## config.mk

```make
export PLATFORM = sky130hd
export DESIGN_NAME = temporal_bundler_hf_flat
export DESIGN_NICKNAME = d
export VERILOG_FILES = /design/src/rtl/temporal_bundler_hf_if.sv /design/src/rtl/temporal_bundler_hf.sv /design/src/flat_wrapper.sv
export SDC_FILE = /design/constraint.sdc
export NUM_CORES = 1
export LEC_CHECK = 0
export ABC_CLOCK_PERIOD_IN_PS = 1300
export BUFFER_PORTS_ARGS = -buffer_cell sky130_fd_sc_hd__buf_2
export CAP_MARGIN = 20
export CORE_MARGIN = 5
export CORE_UTILIZATION = 48
export CTS_BUF_LIST = sky130_fd_sc_hd__clkbuf_16
export DETAILED_ROUTE_END_ITERATION = 10
export GPL_TIMING_DRIVEN = 1
export PLACE_DENSITY = 0.7
export SLEW_MARGIN = 10
export SYNTH_ARGS = -nofsm -noshare
export SYNTH_HDL_FRONTEND = slang
export SYNTH_SLANG_ARGS = --single-unit
```

## constraint.sdc

```tcl
create_clock -name clk -period 1.3 [get_ports clk]
set_input_delay 0.065 -clock clk [delete_from_list [all_inputs] [get_ports clk]]
set_output_delay 0.065 -clock clk [all_outputs]
set_load 0.02 [all_outputs]
```

## src/rtl/temporal_bundler_hf_if.sv

```systemverilog
// Sample-in / query-out bundle for temporal_bundler_hf.
// The block is the slave. A master drives the samples and observes the query.
interface temporal_bundler_hf_if #(
  parameter int DIMENSIONS = 5,
  parameter int WINDOW     = 3
);
  localparam int CNT_W = $clog2(WINDOW + 1);

  logic                  in_valid;
  logic [DIMENSIONS-1:0] in_hv;
  logic                  clear;
  logic                  out_en;
  logic [DIMENSIONS-1:0] out_hv;
  logic [CNT_W-1:0]      fill;

  modport master (output in_valid, in_hv, clear, input  out_en, out_hv, fill);
  modport slave  (input  in_valid, in_hv, clear, output out_en, out_hv, fill);
endinterface

```

## src/rtl/temporal_bundler_hf.sv

```systemverilog
// Majority-bundles WINDOW consecutive encoded samples into one query hypervector.
// The query is presented with a single-cycle out_en pulse.
module temporal_bundler_hf #(
  parameter int DIMENSIONS = 5,
  parameter int WINDOW     = 3
) (
  input  logic                 clk,
  input  logic                 nrst,
  temporal_bundler_hf_if.slave bus
);
  localparam int              CNT_W = $clog2(WINDOW + 1);
  localparam logic [CNT_W-1:0] LAST = CNT_W'(WINDOW - 1);

  logic [DIMENSIONS-1:0][CNT_W-1:0] cnt_q, cnt_d;
  logic [CNT_W-1:0]                 scnt_q, scnt_d;
  logic [DIMENSIONS-1:0]            hv_q, hv_d, maj;
  logic                             en_q, en_d;
  logic                             accept, done;

  assign accept = bus.in_valid & ~bus.clear;
  assign done   = accept && (scnt_q == LAST);

  // The completing sample is folded into the vote. Ties (2*count == WINDOW) resolve to 0.
  for (genvar g = 0; g < DIMENSIONS; g++) begin : g_lane
    logic [CNT_W+1:0] sum2;
    assign sum2   = {1'b0, cnt_q[g] + CNT_W'(bus.in_hv[g]), 1'b0};
    assign maj[g] = sum2 > (CNT_W+2)'(WINDOW);
  end

  always_comb begin
    cnt_d  = cnt_q;
    scnt_d = scnt_q;
    hv_d   = hv_q;
    en_d   = 1'b0;
    if (bus.clear) begin
      cnt_d  = '0;
      scnt_d = '0;
    end else if (done) begin
      cnt_d  = '0;
      scnt_d = '0;
      hv_d   = maj;
      en_d   = 1'b1;
    end else if (accept) begin
      for (int i = 0; i < DIMENSIONS; i++)
        cnt_d[i] = cnt_q[i] + CNT_W'(bus.in_hv[i]);
      scnt_d = scnt_q + 1'b1;
    end
  end

  always_ff @(posedge clk or negedge nrst) begin
    if (!nrst) begin
      cnt_q  <= '0;
      scnt_q <= '0;
      hv_q   <= '0;
      en_q   <= 1'b0;
    end else begin
      cnt_q  <= cnt_d;
      scnt_q <= scnt_d;
      hv_q   <= hv_d;
      en_q   <= en_d;
    end
  end

  assign bus.out_en = en_q;
  assign bus.out_hv = hv_q;
  assign bus.fill   = scnt_q;
endmodule

```

## src/flat_wrapper.sv

```systemverilog
// flat-port wrapper written by rule: the top's interface ports become plain ports
module temporal_bundler_hf_flat 
#(
  parameter int DIMENSIONS = 5,
  parameter int WINDOW     = 3
)
  (clk, nrst, bus_in_valid, bus_in_hv, bus_clear, bus_out_en, bus_out_hv, bus_fill);
  temporal_bundler_hf_if #(.DIMENSIONS(DIMENSIONS), .WINDOW(WINDOW)) bus_i ();
  input  logic clk;
  input  logic nrst;
  input wire logic [$bits(bus_i.in_valid)-1:0] bus_in_valid;
  input wire logic [$bits(bus_i.in_hv)-1:0] bus_in_hv;
  input wire logic [$bits(bus_i.clear)-1:0] bus_clear;
  output wire logic [$bits(bus_i.out_en)-1:0] bus_out_en;
  output wire logic [$bits(bus_i.out_hv)-1:0] bus_out_hv;
  output wire logic [$bits(bus_i.fill)-1:0] bus_fill;
  assign bus_i.in_valid = bus_in_valid;
  assign bus_i.in_hv = bus_in_hv;
  assign bus_i.clear = bus_clear;
  assign bus_out_en = bus_i.out_en;
  assign bus_out_hv = bus_i.out_hv;
  assign bus_fill = bus_i.fill;
  temporal_bundler_hf #(.DIMENSIONS(DIMENSIONS), .WINDOW(WINDOW)) u_core (.clk(clk), .nrst(nrst), .bus(bus_i));
endmodule
```

; ---- After elaboration in Yosys (flattened, before gate mapping)
; Index checks and enable logic that the tools add are counted.
[word_totals]
regBits = 18
latch_bits = 0
n_memories = 0
ram_bits = 0
output_inout_bits = 8
input_bits = 9
romBits = 0
wordCells = 33
[classes]
n_mux = 8
magnitude_cmp = 5
add_sub_neg = 6
n_shift = 0
eq_ne = 1
n_reduce_logical = 3
n_div = 0
bitwise = 2
n_mul = 0
[ops]
columns = cell, n
row1 = $mux 10, 3
row2 = $gt 3x2->1 const B, 5
row3 = $add 2x1->2, 5
row4 = $mux 2, 3
row5 = $reduce_bool 3->1, 1
row6 = $add 2x1->2 const B, 1
row7 = $eq 2x2->1 const B, 1
row8 = $mux 1, 2
row9 = $reduce_and 2->1, 1
row10 = $and 1x1->1, 1
row11 = $logic_and 1x1->1, 1
row12 = $not 1->1, 1

; ---- Depth between registers and ports, before layout
[logic_depth]
depth_word = 5
depth_mapped = 3
mapped_depth_nobuf = 3

; ---- Worst setup path before layout
; No wires, ideal clock.
[synth_path]
path_kind = reg-to-reg
start = register u_core.scnt_q[0] (netlist: u_core.bus.fill[0])
end = register u_core.hv_q[0] (netlist: u_core.bus.out_hv[0])
setup_time_ns = 0.125
synth_period_minus_slack_ns = 1.315
path_slack_ns = -0.015
path_buffers = 1
arrival_ns = 1.190
path_stages_with_launch = 4
cell_sequence = dfrtp_1 and4bb_1 buf_6 mux2_4
[synth_between]
elab_chain_len = 3
[synth_lines]
columns = element, line
row1 = "start, declared", temporal_bundler_hf.sv:15  ; logic [CNT_W-1:0] scnt_q, scnt_d;
row2 = "start signal, assigned", temporal_bundler_hf.sv:58  ; scnt_q <= scnt_d;
row3 = $eq 2x2->1, temporal_bundler_hf.sv:21  ; assign done = accept && (scnt_q == LAST);
row4 = $logic_and 1x1->1, temporal_bundler_hf.sv:21
row5 = $reduce_and 2->1 (no line), --
row6 = "end signal, assigned", temporal_bundler_hf.sv:59  ; hv_q <= hv_d;
row7 = "end, declared", temporal_bundler_hf.sv:16  ; logic [DIMENSIONS-1:0] hv_q, hv_d, maj;
; No other way between the ends.
; A chain may end at the register's enable or synchronous reset.

; ---- Worst setup path after layout
; Ends and elaborated chain as after synthesis.

==> results.md <==
- Status: finished, final reports clean
- Antenna cell count: 0
- Layout area overhead: 22.96%
- Total Wirelength: about 1.6 mm
- Mapped Area: approximately 940 µm²
- Synthesis-stage register bit count: 18
- Die width: about 54 µm
- Most frequent cells in the layout: dfrtp_1, buf_2, nand3b_1
- Clk sink count: 18
- RSZ-0062 raised after global routing: false
- Max Slew Vio Count: 0
- CTS buffer count: 3
- Critical path required time: ~1.4 ns
- Proportion of layout cells with a drive suffix above 1: a little under two fifths
- Setup bufs post-CTS: 0
- Total power: 1.420 mW
- Critical Path AT: between 1 and 1.5 ns
- DR DRC count: 0
- Finish-stage setup viols: 0
- Hpwl dp: between 1 and 1.5 mm
- Avg Vias per Cell: 5.231
- GRT Resource Usage Total: 13.02%
- Antenna violations before repair: 0
- H-tree levels: 1
- Io pins: 17
- CP Capture Type: register
- Routed wire per std cell: ~13 µm
- # rows: 16
- Clock transition at path regs: 0.05 ns
- Routability Congestion: 0.6974
- Port Buffers: 16
- Worst slew pin tran: 0.3993 ns
- Synthesized area per cell: between 10 and 15 µm²
- First-pass GRT wire length: between 2 and 3 mm
- Fin. Hold Viols: 0
- Worst-Skew Late Latency: 0.25 ns
- Post-synthesis sequential area ratio: approximately 48%
- Synth warn: 0
- Largest net degree at the start of global routing: 19
- Antenna Nets Post-Route: 0
- Vias in the first global route: between 500 and 600
- Leakage power: roughly 0.58 nW
- Root buffer cell: clkbuf_16
- Crit Path Class: reg2reg
- CTS Buffer Depth: 2
- DR vias: around 630
- Max-cap violations: 0
- Tcrit/Tclk final: between 90 and 100%
- Die height: between 50 and 60 µm
- CTS tree: yes
- 1st-pass router iterations: 4
- Fmax: between 700 and 800 MHz
- Die Footprint: 2936 µm²
- Nets: approximately 110
- Setup TNS: 0 ns
- Clk_skew: ~0.0025 ns
- Post-layout min period: roughly 1.3 ns
- Worst min-delay path class: in2reg
- Core Area: between 1500 and 2000 µm²
- Worst Setup Start Kind: register
- Critical-path maximum fanout: 6
- Starting Density: approximately half
- Power Dens Cells: around 1200 nW/µm²
- Slew headroom: ~73%
- Fill cells: about 160
- Starting DRT DRC Count: 12
- Gr ovfl total: 0
- Syn_nets: 86
- Commonest non-fill, non-tap cell in the layout: dfrtp_1
- Maximum VDD drop: about 0.0011 V
- Mapped Cells: between 70 and 80
- Post-synth cell types: 18
-- power by group --
group	leakage, nW	switching [mW]	internal, mW
clock	0.0385	0.192	0.408
sequential	0.244	0.0198	0.598
combinational	0.301	0.100	0.102
-- timing repair --
action | CTS | global route
endpoints found under the hold margin | 18 | 0
resized for setup | 0 | 0
hold buffers | 1 | 0
-- metal layers --
| metal | vias to the layer above | global-route usage [%] | wire (µm) |
|---|---|---|---|
| met5 | - | 0 | 0 |
| met4 | 0 | 6.224 | 16 |
| met3 | 4 | 6.094 | 88 |
| met2 | 12 | 18.73 | 737 |
| met1 | 307 | 16.27 | 735 |
| li1 | 310 | - | - |
-- worst paths after layout --
kind | endpoint | start | slack (ns) | cells past startpoint
hold / removal | u_core.bus.fill[1] | bus_in_valid | 0.14 | 3
setup reg to reg | u_core.bus.out_hv[0] | u_core.bus.fill[0] | 0.05 | 3
max in group asynchronous | u_core.bus.fill[0] | nrst | 0.71 | 2
setup / recovery | u_core.bus.out_hv[0] | u_core.bus.fill[0] | 0.05 | 3
min in group asynchronous | u_core.bus.out_hv[3] | nrst | 0.28 | 2
hold reg to reg | u_core.cnt_q[8] | u_core.cnt_q[8] | 0.49 | 1
-- state kept, by name (all words and copies together) (netlist names) --
name	flops
u_core.cnt_q	10
u_core.bus.out_hv	5
u_core.bus.fill	2
u_core.bus.out_en	1
-- cells by family after synthesis --
group | count (synthesis) | share of synthesized area (%)
adders and majority gates | 5 | 6.676
xor gates and xnor gates | 5 | 4.673
muxes | 5 | 8.010
AOI/OAI and AO/OA | 17 | 15.76
DFF | 18 | 48.06
and+or+nand+nor | 18 | 14.02
buffers and inverters | 4 | 2.803
-- layout make-up --
| cell class | instances | area [µm²] | share of cell area [%] |
|---|---|---|---|
| Clock inverter | 1 | 3.754 | 0.3257 |
| Tap cell | 27 | 33.78 | 2.932 |
| Multi-Input combinational cell | 50 | 460.4 | 39.96 |
| Sequential cell | 18 | 451.7 | 39.20 |
| Clock buffer | 3 | 75.07 | 6.515 |
| Timing Repair Buffer | 22 | 127.6 | 11.07 |
-- Yosys cell counts --
library cell | n | area [µm²]
a211oi_1 | 5 | 37.54
a21bo_2 | 5 | 50.05
a21oi_1 | 2 | 10.01
a32o_1 | 5 | 50.05
and3b_2 | 1 | 10.01
and4bb_1 | 1 | 12.51
buf_2 | 3 | 15.01
buf_6 | 1 | 11.26
dfrtp_1 | 18 | 450.4
ha_1 | 5 | 62.56
mux2_4 | 5 | 75.07
nand2b_1 | 2 | 12.51
nand3b_1 | 6 | 45.04
nor2_1 | 1 | 3.750
nor2b_1 | 5 | 31.28
or2b_1 | 1 | 7.510
or3b_1 | 1 | 8.760
xor2_1 | 5 | 43.79
-- stage by stage --
step	std cells	util, %	hold slack [ns]	setup WS (ns)	instance area (µm²)
final	121	60.59	0.1373	0.04875	1152
after global routing	121	60.59	0.1664	0.03612	1152
after CTS	121	60.59	0.1313	0.04574	1152
after detailed placement	116	55.92	0.01460	0.05894	1064
after global placement	116	55.92	0.01633	0.09046	1064
after floorplan	72	-	-0.2306	0.01762	938.4
-- worst max-delay path: stages (launching register included) --
cell and delay, ns:
dfrtp_2 0.39, and4bb_1 0.27, buf_4 0.17, mux2_4 0.30
(Power assumes the default switching activity.)
